### config.mk
export PLATFORM = sky130hd
export DESIGN_NAME = lc3_dmem_responder
export DESIGN_NICKNAME = d
export VERILOG_FILES = /design/src/rtl/lc3_dmem_pkg.sv /design/src/rtl/lc3_dmem_array.sv /design/src/rtl/lc3_dmem_responder.sv
export SDC_FILE = /design/constraint.sdc
export NUM_CORES = 2
export LEC_CHECK = 0
export BUFFER_PORTS_ARGS = -buffer_cell sky130_fd_sc_hd__buf_4
export CAP_MARGIN = 20
export CELL_PAD_IN_SITES_DETAIL_PLACEMENT = 0
export CELL_PAD_IN_SITES_GLOBAL_PLACEMENT = 1
export CORE_ASPECT_RATIO = 0.5
export CORE_MARGIN = 1.5
export CORE_UTILIZATION = 34
export CTS_CLUSTER_SIZE = 8
export DETAILED_ROUTE_END_ITERATION = 10
export PLACE_DENSITY = 0.56
export SLEW_MARGIN = 5
export SYNTH_ARGS = -nofsm -noshare
export SYNTH_HDL_FRONTEND = slang
export SYNTH_SLANG_ARGS = --single-unit
### constraint.sdc
create_clock -name clock -period 12.05 [get_ports clock]
set_clock_uncertainty 0.2 [all_clocks]
set_input_delay 1.8075 -clock clock [delete_from_list [all_inputs] [get_ports clock]]
set_output_delay 1.8075 -clock clock [all_outputs]
set_load 0.01 [all_outputs]
### src/rtl/lc3_dmem_pkg.sv
// rtl/lc3_dmem_pkg.sv - shared types and constants for the LC3 data-memory responder
package lc3_dmem_pkg;

    localparam int LC3_WORD_W           = 16;
    localparam int LC3_DMEM_MAX_LATENCY = 15;

    typedef enum logic [1:0] {
        IDLE = 2'd0,
        BUSY = 2'd1,
        DONE = 2'd2
    } dmem_state_e;

endpackage

### src/rtl/lc3_dmem_array.sv
// rtl/lc3_dmem_array.sv - single-port word storage, synchronous write, combinational read
module lc3_dmem_array
    import lc3_dmem_pkg::*;
#(
    parameter int ADDR_W = 8
) (
    input  logic                  clk_i,
    input  logic                  we_i,
    input  logic [ADDR_W-1:0]     idx_i,
    input  logic [LC3_WORD_W-1:0] wdata_i,
    output logic [LC3_WORD_W-1:0] rdata_o
);

    // Storage is deliberately not reset so its contents survive a system reset.
    logic [LC3_WORD_W-1:0] mem_q [2**ADDR_W];

    // Commit a word on the clock edge when write enable is high.
    always_ff @(posedge clk_i) begin
        if (we_i) begin
            mem_q[idx_i] <= wdata_i;
        end
    end

    assign rdata_o = mem_q[idx_i];

endmodule

### src/rtl/lc3_dmem_responder.sv
// rtl/lc3_dmem_responder.sv - fixed-latency LC3 data-memory responder (optional counters: LC3_DMEM_ACCESS_CNT_EN)
module lc3_dmem_responder
    import lc3_dmem_pkg::*;
#(
    parameter int ADDR_W  = 8,
    parameter int LATENCY = 2
) (
    input  logic                  clock,
    input  logic                  reset,
    input  logic                  Data_en,
    input  logic                  Data_rd,
    input  logic [15:0]           Data_addr,
    input  logic [LC3_WORD_W-1:0] Data_din,
    output logic [LC3_WORD_W-1:0] Data_dout,
    output logic                  complete_data
`ifdef LC3_DMEM_ACCESS_CNT_EN
    ,
    output logic [15:0]           rd_cnt,
    output logic [15:0]           wr_cnt
`endif
);

    if (LATENCY < 1 || LATENCY > LC3_DMEM_MAX_LATENCY) begin : g_bad_latency
        $error("lc3_dmem_responder: LATENCY must be within 1..15");
    end

    // Countdown start value; BUSY lasts LATENCY-1 cycles ending at zero.
    localparam logic [3:0] INIT_WAIT = (LATENCY >= 2) ? 4'(LATENCY - 2) : 4'd0;

    dmem_state_e           state_q, state_d;
    logic [3:0]            wait_q, wait_d;
    logic                  rd_q, rd_d;
    logic [ADDR_W-1:0]     idx_q, idx_d;
    logic [LC3_WORD_W-1:0] din_q, din_d;
    logic [LC3_WORD_W-1:0] dout_q, dout_d;
    logic [LC3_WORD_W-1:0] arr_rdata;
    logic                  go_done;
    logic                  arr_we;

    // Upper address bits alias onto the array and are intentionally dropped.
    if (ADDR_W < 16) begin : g_addr_hi
        logic unused_addr_hi;
        assign unused_addr_hi = ^Data_addr[15:ADDR_W];
    end

    // Next-state, capture and completion-side effects; the _d capture values
    // already hold the live inputs on an accepting edge, so LATENCY=1 works.
    always_comb begin
        state_d = state_q;
        wait_d  = wait_q;
        rd_d    = rd_q;
        idx_d   = idx_q;
        din_d   = din_q;
        case (state_q)
            IDLE, DONE: begin
                if (Data_en) begin
                    rd_d  = Data_rd;
                    idx_d = Data_addr[ADDR_W-1:0];
                    din_d = Data_din;
                    if (LATENCY == 1) begin
                        state_d = DONE;
                    end else begin
                        state_d = BUSY;
                        wait_d  = INIT_WAIT;
                    end
                end else begin
                    state_d = IDLE;
                end
            end
            BUSY: begin
                if (wait_q == 4'd0) begin
                    state_d = DONE;
                end else begin
                    wait_d = wait_q - 4'd1;
                end
            end
            default: state_d = IDLE;
        endcase
        go_done = (state_d == DONE);
        arr_we  = go_done && !rd_d && !reset;
        dout_d  = (go_done && rd_d) ? arr_rdata : dout_q;
    end

    lc3_dmem_array #(
        .ADDR_W (ADDR_W)
    ) u_array (
        .clk_i   (clock),
        .we_i    (arr_we),
        .idx_i   (idx_d),
        .wdata_i (din_d),
        .rdata_o (arr_rdata)
    );

    // State, countdown and capture registers; reset aborts any transaction.
    always_ff @(posedge clock) begin
        if (reset) begin
            state_q <= IDLE;
            wait_q  <= 4'd0;
            rd_q    <= 1'b0;
            idx_q   <= '0;
            din_q   <= '0;
            dout_q  <= '0;
        end else begin
            state_q <= state_d;
            wait_q  <= wait_d;
            rd_q    <= rd_d;
            idx_q   <= idx_d;
            din_q   <= din_d;
            dout_q  <= dout_d;
        end
    end

    assign complete_data = (state_q == DONE);
    assign Data_dout     = dout_q;

`ifdef LC3_DMEM_ACCESS_CNT_EN
    logic [15:0] rd_cnt_q, wr_cnt_q;

    // Count each completed access by type; 16-bit counters wrap naturally.
    always_ff @(posedge clock) begin
        if (reset) begin
            rd_cnt_q <= 16'd0;
            wr_cnt_q <= 16'd0;
        end else if (state_q == DONE) begin
            if (rd_q) begin
                rd_cnt_q <= rd_cnt_q + 16'd1;
            end else begin
                wr_cnt_q <= wr_cnt_q + 16'd1;
            end
        end
    end

    assign rd_cnt = rd_cnt_q;
    assign wr_cnt = wr_cnt_q;
`endif

endmodule

==> results.md <==
- Outcome: completed
- Worst reg2reg setup slack: around 5300 ps
- Register area: between 100,000 and 150,000 sq um
- CTS tree: built
- # resized after CTS: 0
- Post-route ant nets: 0
- Net count, final: between 10,000 and 15,000
- Achievable Freq: ~140 MHz
- Leak pwr: 61.5 nW
- Startpoint Class: input port
- Root Buffer: clkbuf_16
- Final setup violation count: 0
- Placeable Area: 471,000 sq um
- Peak supply drop: about 0.00012 V
- Largest net degree at the start of global routing: 162
- Final slew viol count: 0
- Initial Utilization: 0.342
- First drt pass iteration count: 6
- GRT Util Overall: 0.226
- Placer Congestion: between 0.8 and 0.9
- Synth async-reset ratio: 0
- Internal power: 0.0256 W
- Quantity of hold-fixing buffers added after cts: 0
- Final Non-Filler Cells: 18,300
- Synth Register Bits: about 4,100
- Synth cell count leaders: edfxtp_1, nand2_1, nand3_1, buf_2, a31oi_1
- Mapped cell area: 161,000 sq um
- Post-synth cell types: 84
- P_sw: 0.00806 W
- Most common cell in the netlist: edfxtp_1
- Worst reg2reg path endpoint: Data_dout[7]
- Synth Instances: 11,500
- Final Power: ~0.034 W
- Final hold violation count: 0
- Hold Crit Class: reg2reg
- Dpl cells: 17,500
- Initial antenna violation count: 37
- DR vias: 101,000
- Buffers on Ports: between 40 and 50
- Setup TNS: 0 ps
- Clock Power Share: 0.445
- WL/cell: 30.5 um
- RR Startpoint: state_q[0]
- Core Rows: roughly 180
- Clock-pin slew on the worst setup and hold paths: 50 ps
- Die span in y: 490 um
- Area contributors post-synth: edfxtp_1, nand2_1, nand3_1
- Switching share of total power: 0.239
- Worst-skew pair later-pin latency: 950 ps
- DPL Wire Length: 325 mm
- Clock Sink Count: about 4,100
- CP arrival: 7910 ps
- Number of global-route vias before repair: 94,100
- DRT iter0 DRCs: 13,200
- Remaining Overflow, GRT: 0
- DIE WIDTH: 977 um
- EDFF count, synth: 4,096
- First-pass GRT wire length: 770 mm
- Area grow syn2layout: 16.7%
- Setup CP Type: in2reg
- # fillers: 43,500
- R2r worst-path depth: 12
- Worst setup EP type: flip-flop
- Warnings, synthesis: 0
- Clock Path Buffers: 4
- Post-synthesis sequential area ratio: 0.768
- Post-synth top flop: edfxtp_1
- Sequential power share: 0.477
- Residual DRC: 0
- Worst Hold Path EP: wait_q[0]
- Setup Buffers After CTS: 0
- Clock buffers created by TritonCTS: approximately 590
- Synth top area share: 0.762
- Worst Max-Slew Pin Slew: 1260 ps
- Unrepaired setup endpoints after global routing: no
- Minimum clock period: 7320 ps
- Via-to-Cell Ratio: 5.51
- Post-synth top area cell: edfxtp_1
- Area used by multi-input combinational logic: 35,000 sq um
- Die area: around 480,000 sq um
- Max cap viols: 0
- Hold WS: ~280 ps
- Mean Syn Cell Area: ~14 sq um
- Pwr dens: approximately 180 nW/um^2
- Hold path depth: 2
- Worst path required time: between 10,000 and 15,000 ps
- Total Wirelength: between 500 and 600 mm
- Layout cell share with drive strength beyond 1: 0.136
- Syn nets: 11,500
- Worst rel slew slack: 0.149
- Final period utilization: 0.608
- Io pins: 53
- H-tree depth: 6
- Post-route core utilization: 0.399
- Combinational share of power: 0.077
- Min-delay src: wait_q[0]
- Max FO, Critical Path: 47
-- final cells by class --
| cell class | count | area share |
|---|---|---|
| tap | 6300 | 0.0419 |
| antenna | 11 | 0.000146 |
| clock buffer | 697 | 0.0830 |
| clock inverter | 25 | 0.00181 |
| timing repair buffer | 546 | 0.0289 |
| sequential | 4143 | 0.658 |
| multi-input combinational | 6575 | 0.186 |
| inverter | 22 | 0.000438 |
-- power groups by stage --
| stage | clock [W] | sequential, W | combinational [W] |
|---|---|---|---|
| floorplan | 0 | 0.0164 | 0.00136 |
| CTS | 0.0152 | 0.0161 | 0.00260 |
| detailed placement | 0 | 0.0163 | 0.00260 |
| finish | 0.0150 | 0.0161 | 0.00260 |
| global route | 0.0158 | 0.0160 | 0.00275 |
| global placement | 0 | 0.0163 | 0.00258 |
-- placed cells by master, fill, tap and decap left out, types with 7 or more instances in the layout --
| cell | netlist | final |
|---|---|---|
| nor2_2 | 5 | 232 |
| mux2_1 | 11 | 11 |
| edfxtp_1 | 4096 | 4096 |
| a22oi_1 | 44 | 44 |
| a32oi_1 | 112 | 112 |
| mux2_2 | 9 | 7 |
| nor4_1 | 25 | 21 |
| o21ai_0 | 35 | 33 |
| mux4_2 | 118 | 118 |
| nand3_1 | 1204 | 1188 |
| o2111ai_1 | 31 | 30 |
| buf_6 | 14 | 7 |
| buf_4 | 22 | 412 |
| clkbuf_1 | 168 | 85 |
| dfxtp_1 | 47 | 46 |
| nor3_1 | 17 | 14 |
| a32o_1 | 10 | 10 |
| o211ai_1 | 9 | 9 |
| nor2_1 | 308 | 76 |
| nand3_2 | 2 | 17 |
| a31oi_1 | 372 | 366 |
| buf_8 | 1 | 69 |
| a21oi_1 | 90 | 90 |
| inv_6 | 0 | 13 |
| o21ai_1 | 8 | 10 |
| and3_1 | 52 | 52 |
| diode_2 | 0 | 11 |
| mux2i_1 | 172 | 169 |
| clkbuf_16 | 0 | 612 |
| a311oi_1 | 36 | 36 |
| a41oi_1 | 28 | 26 |
| nand4_1 | 338 | 338 |
| buf_16 | 0 | 16 |
| inv_1 | 22 | 22 |
| buf_12 | 1 | 39 |
| a211oi_1 | 46 | 46 |
| nand2_1 | 3371 | 3350 |
| o41ai_1 | 8 | 8 |
| o22ai_1 | 15 | 15 |
| nand2_4 | 0 | 18 |
-- critical path: stages --
cell and delay [ps]:
buf_4 190, nand2b_4 490, buf_4 630, a21o_4 930, buf_4 670, mux2i_1 290, a32oi_1 80, nand4_1 570
nand4_1 410, nor4_1 1110, and3_1 460, a311oi_1 130
-- per-stage QoR --
stage	worst slack [ps]	instance area, sq um
after floorplan	4920	161000
after CTS	4890	188000
after global placement	3890	171000
after global routing	4690	188000
final	4730	188000
after detailed placement	3870	172000
-- registers in the layout (all words and copies together), names as in the netlist --
signal / cells
Data_dout: 16
state_q: 2
idx_q: 8
wait_q: 4
u_array.mem_q: 4096
din_q: 16
rd_q: 1
-- worst max-delay path by stage --
| stage | start | slack, ps | cells past startpoint | to |
|---|---|---|---|---|
| 6_report | Data_en | 4730 | 12 | Data_dout[7] |
| 5_1_grt | Data_en | 4690 | 12 | Data_dout[7] |
| 4_1_cts | Data_en | 4890 | 12 | Data_dout[12] |
| 3_5_place_dp | Data_en | 3870 | 12 | Data_dout[7] |
| 3_3_place_gp | Data_en | 3890 | 12 | Data_dout[7] |
| 2_1_floorplan | Data_en | 4920 | 8 | u_array.mem_q[0][11] |
-- per-layer routing --
layer | vias to the layer above | routed length (um) | part of all wire | track usage
li1 | 43600 | - | - | -
met1 | 52500 | 254000 | 0.45 | 0.340
met2 | 4138 | 245000 | 0.44 | 0.336
met3 | 717 | 45100 | 0.081 | 0.0427
met4 | 10 | 14900 | 0.027 | 0.0581
met5 | - | 68 | 0.00012 | 0
-- cells by family after synthesis --
| group | count (synthesis) | share of synthesized area |
|---|---|---|
| multiplexers | 314 | 0.0291 |
| AND/OR/NAND/NOR | 5357 | 0.142 |
| buffers and inverters | 761 | 0.0222 |
| flip-flops | 4143 | 0.768 |
| adder cells (fa/ha/maj) | 1 | 0.0000775 |
| XOR/XNOR | 2 | 0.000109 |
| AO/OA/AOI/OAI | 901 | 0.0391 |
No activity file was read; power rests on OpenSTA's default activity.
